==> config.mk <==
export PLATFORM = sky130hd
export DESIGN_NAME = dr_link_rx_flat
export DESIGN_NICKNAME = d
export VERILOG_FILES = /design/src/rtl/dr_link_rx_if.sv /design/src/rtl/dr_link_rx.sv /design/src/flat_wrapper.sv
export SDC_FILE = /design/constraint.sdc
export NUM_CORES = 1
export LEC_CHECK = 0
export CELL_PAD_IN_SITES_DETAIL_PLACEMENT = 1
export CELL_PAD_IN_SITES_GLOBAL_PLACEMENT = 2
export CORE_ASPECT_RATIO = 1.25
export CORE_MARGIN = 3
export CORE_UTILIZATION = 42
export DETAILED_ROUTE_END_ITERATION = 8
export GPL_TIMING_DRIVEN = 0
export PLACE_DENSITY = 0.75
export SLEW_MARGIN = 20
export SYNTH_ARGS = -nofsm -noshare
export SYNTH_HDL_FRONTEND = slang
export SYNTH_SLANG_ARGS = --single-unit
==> constraint.sdc <==
create_clock -name clk -period 2.8 [get_ports clk]
set_input_delay 0.84 -clock clk [delete_from_list [all_inputs] [get_ports clk]]
set_output_delay 0.84 -clock clk [all_outputs]
set_load 0.02 [all_outputs]
==> src/rtl/dr_link_rx_if.sv <==
// Dual-rail link plus decoded-word output bundle for dr_link_rx.
// The receiver uses the slave modport; the sender/consumer side uses master.
interface dr_link_rx_if #(
  parameter int WIDTH = 32,
  parameter int DEPTH = 4
);
  localparam int RAIL_NUM = 2;
  localparam int CNT_W    = $clog2(DEPTH) + 1;

  logic [WIDTH-1:0][RAIL_NUM-1:0] data;
  logic                           ack;
  logic [WIDTH-1:0]               out_data;
  logic                           out_valid;
  logic                           out_ready;
  logic                           err;
  logic [CNT_W-1:0]               count;

  modport master (
    output data, out_ready,
    input  ack, out_data, out_valid, err, count
  );

  modport slave (
    input  data, out_ready,
    output ack, out_data, out_valid, err, count
  );
endinterface

==> src/rtl/dr_link_rx.sv <==
// Four-phase dual-rail receiver: synchronises rails, detects completion/spacer,
// drives ack and queues decoded words in a first-word-fall-through FIFO.
module dr_link_rx #(
  parameter int WIDTH       = 32,
  parameter int SYNC_STAGES = 2,
  parameter int DEPTH       = 4
) (
  input  logic         clk,
  input  logic         rst,
  dr_link_rx_if.slave  lnk
);
  localparam int RAIL_NUM = 2;
  localparam int AW       = $clog2(DEPTH);
  localparam int CNT_W    = AW + 1;

  typedef enum logic {WAIT_DATA, WAIT_SPACER} state_t;

  logic [WIDTH-1:0][RAIL_NUM-1:0] sync_q [SYNC_STAGES];
  logic [WIDTH-1:0]               rail1, rail0;
  logic                           complete, spacer, illegal;

  state_t                         state_q, state_d;
  logic                           err_q, err_d;
  logic [WIDTH-1:0]               mem_q [DEPTH];
  logic [AW-1:0]                  wr_ptr_q, wr_ptr_d, rd_ptr_q, rd_ptr_d;
  logic [CNT_W-1:0]               count_q, count_d;
  logic                           push, pop, full;

  always_ff @(posedge clk or negedge rst) begin
    if (!rst) begin
      for (int i = 0; i < SYNC_STAGES; i++) sync_q[i] <= '0;
    end else begin
      sync_q[0] <= lnk.data;
      for (int i = 1; i < SYNC_STAGES; i++) sync_q[i] <= sync_q[i-1];
    end
  end

  // Code 11 is counted as valid and decodes to 1, so rail1 alone is the data.
  always_comb begin
    rail1 = '0;
    rail0 = '0;
    for (int i = 0; i < WIDTH; i++) begin
      rail1[i] = sync_q[SYNC_STAGES-1][i][1];
      rail0[i] = sync_q[SYNC_STAGES-1][i][0];
    end
  end

  assign complete = &(rail1 | rail0);
  assign spacer   = ~|(rail1 | rail0);
  assign illegal  = |(rail1 & rail0);

  assign full = (count_q == CNT_W'(DEPTH));
  assign pop  = (count_q != '0) && lnk.out_ready;

  // A pop in the same cycle frees the slot, so a full FIFO can still accept.
  always_comb begin
    state_d = state_q;
    push    = 1'b0;
    case (state_q)
      WAIT_DATA: begin
        if (complete && (!full || pop)) begin
          push    = 1'b1;
          state_d = WAIT_SPACER;
        end
      end
      WAIT_SPACER: begin
        if (spacer) state_d = WAIT_DATA;
      end
      default: state_d = WAIT_DATA;
    endcase
  end

  always_comb begin
    err_d    = err_q | (push & illegal);
    wr_ptr_d = push ? wr_ptr_q + AW'(1) : wr_ptr_q;
    rd_ptr_d = pop  ? rd_ptr_q + AW'(1) : rd_ptr_q;
    count_d  = count_q + CNT_W'(push) - CNT_W'(pop);
  end

  always_ff @(posedge clk or negedge rst) begin
    if (!rst) begin
      state_q  <= WAIT_DATA;
      err_q    <= 1'b0;
      wr_ptr_q <= '0;
      rd_ptr_q <= '0;
      count_q  <= '0;
    end else begin
      state_q  <= state_d;
      err_q    <= err_d;
      wr_ptr_q <= wr_ptr_d;
      rd_ptr_q <= rd_ptr_d;
      count_q  <= count_d;
    end
  end

  // Storage is cleared on reset so the head reads zero until the first push.
  always_ff @(posedge clk or negedge rst) begin
    if (!rst) begin
      for (int i = 0; i < DEPTH; i++) mem_q[i] <= '0;
    end else if (push) begin
      mem_q[wr_ptr_q] <= rail1;
    end
  end

  assign lnk.ack       = (state_q == WAIT_SPACER);
  assign lnk.out_data  = mem_q[rd_ptr_q];
  assign lnk.out_valid = (count_q != '0);
  assign lnk.err       = err_q;
  assign lnk.count     = count_q;
endmodule

==> src/flat_wrapper.sv <==
// flat-port wrapper written by rule: the top's interface ports become plain ports
module dr_link_rx_flat 
#(
  parameter int WIDTH       = 32,
  parameter int SYNC_STAGES = 2,
  parameter int DEPTH       = 4
)
  (clk, rst, lnk_data, lnk_out_ready, lnk_ack, lnk_out_data, lnk_out_valid, lnk_err, lnk_count);
  dr_link_rx_if #(.WIDTH(WIDTH), .DEPTH(DEPTH)) lnk_i ();
  input  logic clk;
  input  logic rst;
  input wire logic [$bits(lnk_i.data)-1:0] lnk_data;
  input wire logic [$bits(lnk_i.out_ready)-1:0] lnk_out_ready;
  output wire logic [$bits(lnk_i.ack)-1:0] lnk_ack;
  output wire logic [$bits(lnk_i.out_data)-1:0] lnk_out_data;
  output wire logic [$bits(lnk_i.out_valid)-1:0] lnk_out_valid;
  output wire logic [$bits(lnk_i.err)-1:0] lnk_err;
  output wire logic [$bits(lnk_i.count)-1:0] lnk_count;
  assign lnk_i.data = lnk_data;
  assign lnk_i.out_ready = lnk_out_ready;
  assign lnk_ack = lnk_i.ack;
  assign lnk_out_data = lnk_i.out_data;
  assign lnk_out_valid = lnk_i.out_valid;
  assign lnk_err = lnk_i.err;
  assign lnk_count = lnk_i.count;
  dr_link_rx #(.WIDTH(WIDTH), .SYNC_STAGES(SYNC_STAGES), .DEPTH(DEPTH)) u_core (.clk(clk), .rst(rst), .lnk(lnk_i));
endmodule
---- Word-level counts from Yosys, hierarchy flattened ----
Index checks and enable logic that the tools add are counted.
cells by class
  reduce and logical (&&, ||, !) cells .... 9
  multiplexer cells ....................... 10
  add/sub/neg operators ................... 4
  equality and inequality tests ........... 1
  bitwise logic cells ..................... 7
  order comparisons ....................... 3
operators with widths
  cell                 number
  $bwmux 128           1
  $mux 32              3
  $bmux 32 s2          1
  $demux 32 s2         1
  $reduce_or 32->1     2
  $and 32x32->32       1
  $or 32x32->32        1
  $reduce_and 32->1    1
  $ge 3x3->1 const B   2
  $not 2->3            2
  $add 2x1->2 const B  2
  $add 3x1->3          1
  $eq 3x3->1 const B   1
  $logic_and 1x1->1    3
  $lt 3x1->1 const B   1
  $mux 1               3
  $reduce_bool 3->1    1
  $sub 3x1->3          1
  $pmux 1 s2           1
  $and 1x1->1          1
  $logic_not 1->1      1
  $logic_or 1x1->1     1
  $not 1->1            1
  $or 1x1->1           1
word-level totals
  register bits after elaboration ......... 265
  output and inout bits ................... 38
  logic and storage cells ................. 107
  input bits .............................. 67

---- Logic depth before layout (Yosys ltp) ----
  word-level depth ........................ 8
  gate-level depth with buffers ........... 8
  depth with buffers taken out ............ 8

---- Least setup slack after synthesis ----
Ideal clock, no wire load.
  kind .................................... register to output
  start point ............................. reg u_core.rd_ptr_q[0]
  end point ............................... out lnk_out_data[10]
  path buffers ............................ 2
  setup slack ............................. 148 ps
  data arrival time ....................... 1812 ps
  cell stages (with the launch flop) ...... 4
  cells stage by stage .................... dfrtp_1 clkbuf_1 buf_1 mux4_2
on the way
  cells in the longest elaborated chain, start to end .. 4
RTL lines
  item                                         RTL line            RTL
  start: declaration                           dr_link_rx.sv:25    logic [AW-1:0] wr_ptr_q, wr_ptr_d, rd_ptr_q, rd_ptr_d;
  start signal: assignment                     dr_link_rx.sv:91    rd_ptr_q <= rd_ptr_d;
  $not 2->3 (implied by the code)              dr_link_rx.sv:106   assign lnk.out_data = mem_q[rd_ptr_q];
  $bmux 32 s2                                  dr_link_rx.sv:106
  $mux 32 (implied by the code) (2 in series)  dr_link_rx.sv:106
  end: declaration                             flat_wrapper.sv:15  output wire logic [$bits(lnk_i.out_data)-1:0] lnk_out_data;
Every way passes these cells. The select of a mux whose other input is x is not followed.

---- Final worst setup path ----
  start point ............................. reg u_core.rd_ptr_q[0]
  end point ............................... out lnk_out_data[28]
The elaborated chain is that of the path after synthesis.

==> impl_metrics.toml <==
[sta]
finalSetupViolCount = 0
rsz0062_at_grt = "true"
finClkSkew_ns = 0.00896
slew_viol_final = 0
max_slew.worst_pin.slew_ns = 0.594
hold_viol = 0
final.setup.tns_ns = 0
fmax_ghz = 0.363
fin_crit_ns = 2.75
finalWorstSetupSlack_ns = 0.0472
whs_ns = 0.308
fin_crit_sh_pct = 98.3
relSlewSlack_pct = 60.4

[logic_synthesis]
yosys_warnings = 0
synth_seq_area_share_pct = 68.1
synth_flop_cell = "dfrtp_1"
synth-seq-cells = 265
syn-num-nets = 628
synthesis.area_mm2 = 0.00973
synth_cells = 554
synth.distinct_cells = 33
synth-edff-count = 0
syn_area_per_cell_um2 = 17.6
async_flop_share_pct = 100

[clock_tree]
cts_sinks = 265
cts_buffers = 27
tritoncts = "built"
root_buffer = "clkbuf_16"
path_clk_slew_ns = 0.06
clk_latency_ns = 0.52
ctsLongestPathBuffers = 3
h-tree-depth = 1

[die]
die_h_um = 176
core_mm2 = 0.0225
initial_core_util_pct = 43.2
die_area_mm2 = 0.0250
io_pins = 105
rows = 61
die_w_um = 142

[flow_run]
drv_cap = 0

[power_and_ir_drop]
power.density_mw_per_mm2 = 734
p_leak_nw = 5.91
vdd_drop_max_v = 0.000471

[grt]
grt_start_max_net_pins = 104
grt_pass1_wl_um = 36600
overflow = 0
track_usage_pct = 19.2
grt_pass1_vias = 6282
grt_antenna_before_repair = 0

[critical_path]
reg2reg_depth = 6
cp-end-kind = "primary output"
worstPathMaxFanout = 5
path_class = "reg2out"
worstSetupStartpointType = "flop"
arrival_ns = 1.91
worstPathRequired_ns = 1.96

[detailed_routing]
drt_iter0_drc = 176
wl_per_cell_um = 23.1
drc = 0
vias_per_cell = 5.20
first_pass_iters = 4
route.final.wire_length_um = 23200
num_vias = 5235
antenna_left = 0

[run_status]
status = "finished clean"

[placement]
place_congestion = 0.828
dp_cells = 943
port_buffers = 104
dpl.hpwl_um = 15900
dpl_worst_slack_ns = -0.930

[hold_path]
min_path_type = "in2async"

[cells_and_area]
area_delta_synth_final_pct = 25.4
drive_above_1_share_pct = 23.4
final_cells = 1006
nNetsFinal = 779
num_antenna_cells = 0
[cell usage in the layout (no fill, tap or decap), types with 4 or more instances in the layout]
| master | count |
|---|---|
| clkinv_2 | 8 |
| mux2_2 | 9 |
| dfrtp_1 | 263 |
| buf_4 | 15 |
| nor4_1 | 8 |
| clkbuf_16 | 29 |
| inv_1 | 10 |
| xnor2_1 | 4 |
| bufinv_16 | 4 |
| a22oi_1 | 12 |
| clkdlybuf4s50_1 | 71 |
| buf_6 | 13 |
| nand4_1 | 8 |
| mux2_1 | 120 |
| nor4_4 | 4 |
| ha_1 | 6 |
| buf_12 | 4 |
| nor2_1 | 27 |
| mux4_2 | 32 |
| buf_2 | 31 |
[Yosys cell counts (5+ instances only)]
library cell	count	area share, %
a22oi_1	12	0.93
mux4_2	32	7.4
nor2_1	27	1.0
nor4_1	8	0.51
nand4_1	8	0.51
clkbuf_1	5	0.19
dfrtp_1	265	68
mux2_2	9	1.0
ha_1	6	0.77
buf_6	12	1.4
inv_1	10	0.39
mux2_1	120	14
[timing repair]
action / 4_1_cts / 5_1_grt
gates resized for setup: 162 / 4
buffers inserted: 15 / 1
cloned: 0 / 2
endpoints found under the setup margin: 154 / 131
hold buffers: 0 / 0
pin swaps: 1 / 0
[state kept, by name (all words and copies together), names as in the netlist]
signal / flops
u_core.rail1: 32
u_core.wr_ptr_q: 2
u_core.mem_q: 128
u_core.lnk.err: 1
u_core.rd_ptr_q: 2
u_core.lnk.ack: 1
u_core.rail0: 32
u_core.sync_q: 64
u_core.lnk.count: 3
[critical path: stages (launching register included)]
cell and delay (ns):
dfrtp_2 0.38, buf_4 0.16, buf_12 0.13, mux4_2 0.53, buf_4 0.18
[cell type report]
cell class | instances | area (µm²)
fillers | 2081 | 10300
flip-flops and latches | 265 | 6630
multi-input cells | 259 | 2920
repair buffers | 124 | 1130
clock buffers | 33 | 728
well taps | 283 | 354
plain buffers | 18 | 218
clock inverters | 14 | 175
inverters | 10 | 37.5
[per-stage QoR]
stage	utilization [%]	total power [mW]	area, µm²
after floorplan	-	4.67	9730
after detailed placement	49.7	5.16	11200
after CTS	53.8	9.00	12100
after global routing	54.2	9.38	12200
after global placement	49.4	5.14	11100
final	54.2	8.96	12200
[worst paths after layout]
kind | start | end | slack (ns)
max reg2reg | u_core.rail1[10]$_DFF_PN0_ | u_core.lnk.count[1]$_DFF_PN0_ | 0.23
min reg2reg | u_core.sync_q[67]$_DFF_PN0_ | u_core.rail1[1]$_DFF_PN0_ | 0.35
min in group clk | u_core.sync_q[67]$_DFF_PN0_ | u_core.rail1[1]$_DFF_PN0_ | 0.35
max in group asynchronous | rst | u_core.mem_q[124]$_DFFE_PN0P_ | 1.57
max | u_core.rd_ptr_q[0]$_DFFE_PN0P_ | lnk_out_data[28] | 0.05
min | rst | u_core.sync_q[117]$_DFF_PN0_ | 0.31
[cell families (layout without fill, tap and decap cells)]
logic type               count (synthesis)  after routing  share of synthesized area (%)
flip-flops                             265            265                           68.1
adder cells (fa/ha/maj)                  7              7                          0.977
buffers and inverters                   30            199                           2.08
XOR/XNOR                                 5              5                          0.450
AO/OA/AOI/OAI                           21             21                           1.65
AND/OR/NAND/NOR                         65             65                           4.36
multiplexers                           161            161                           22.3
[metal layers]
| layer | global-route usage (%) | wire length (µm) | up-vias |
|---|---|---|---|
| met5 | 0 | 0 | - |
| met1 | 24.5 | 9580 | 2809 |
| met2 | 34.5 | 12600 | 91 |
| met4 | 4.04 | 329 | 0 |
| li1 | - | - | 2309 |
| met3 | 2.98 | 751 | 26 |
[power by group]
group | total (mW) | switching [mW] | internal [mW]
logic | 1.20 | 0.576 | 0.626
registers | 4.12 | 0.147 | 3.97
clock network | 3.64 | 1.43 | 2.21
(Power assumes the default switching activity.)
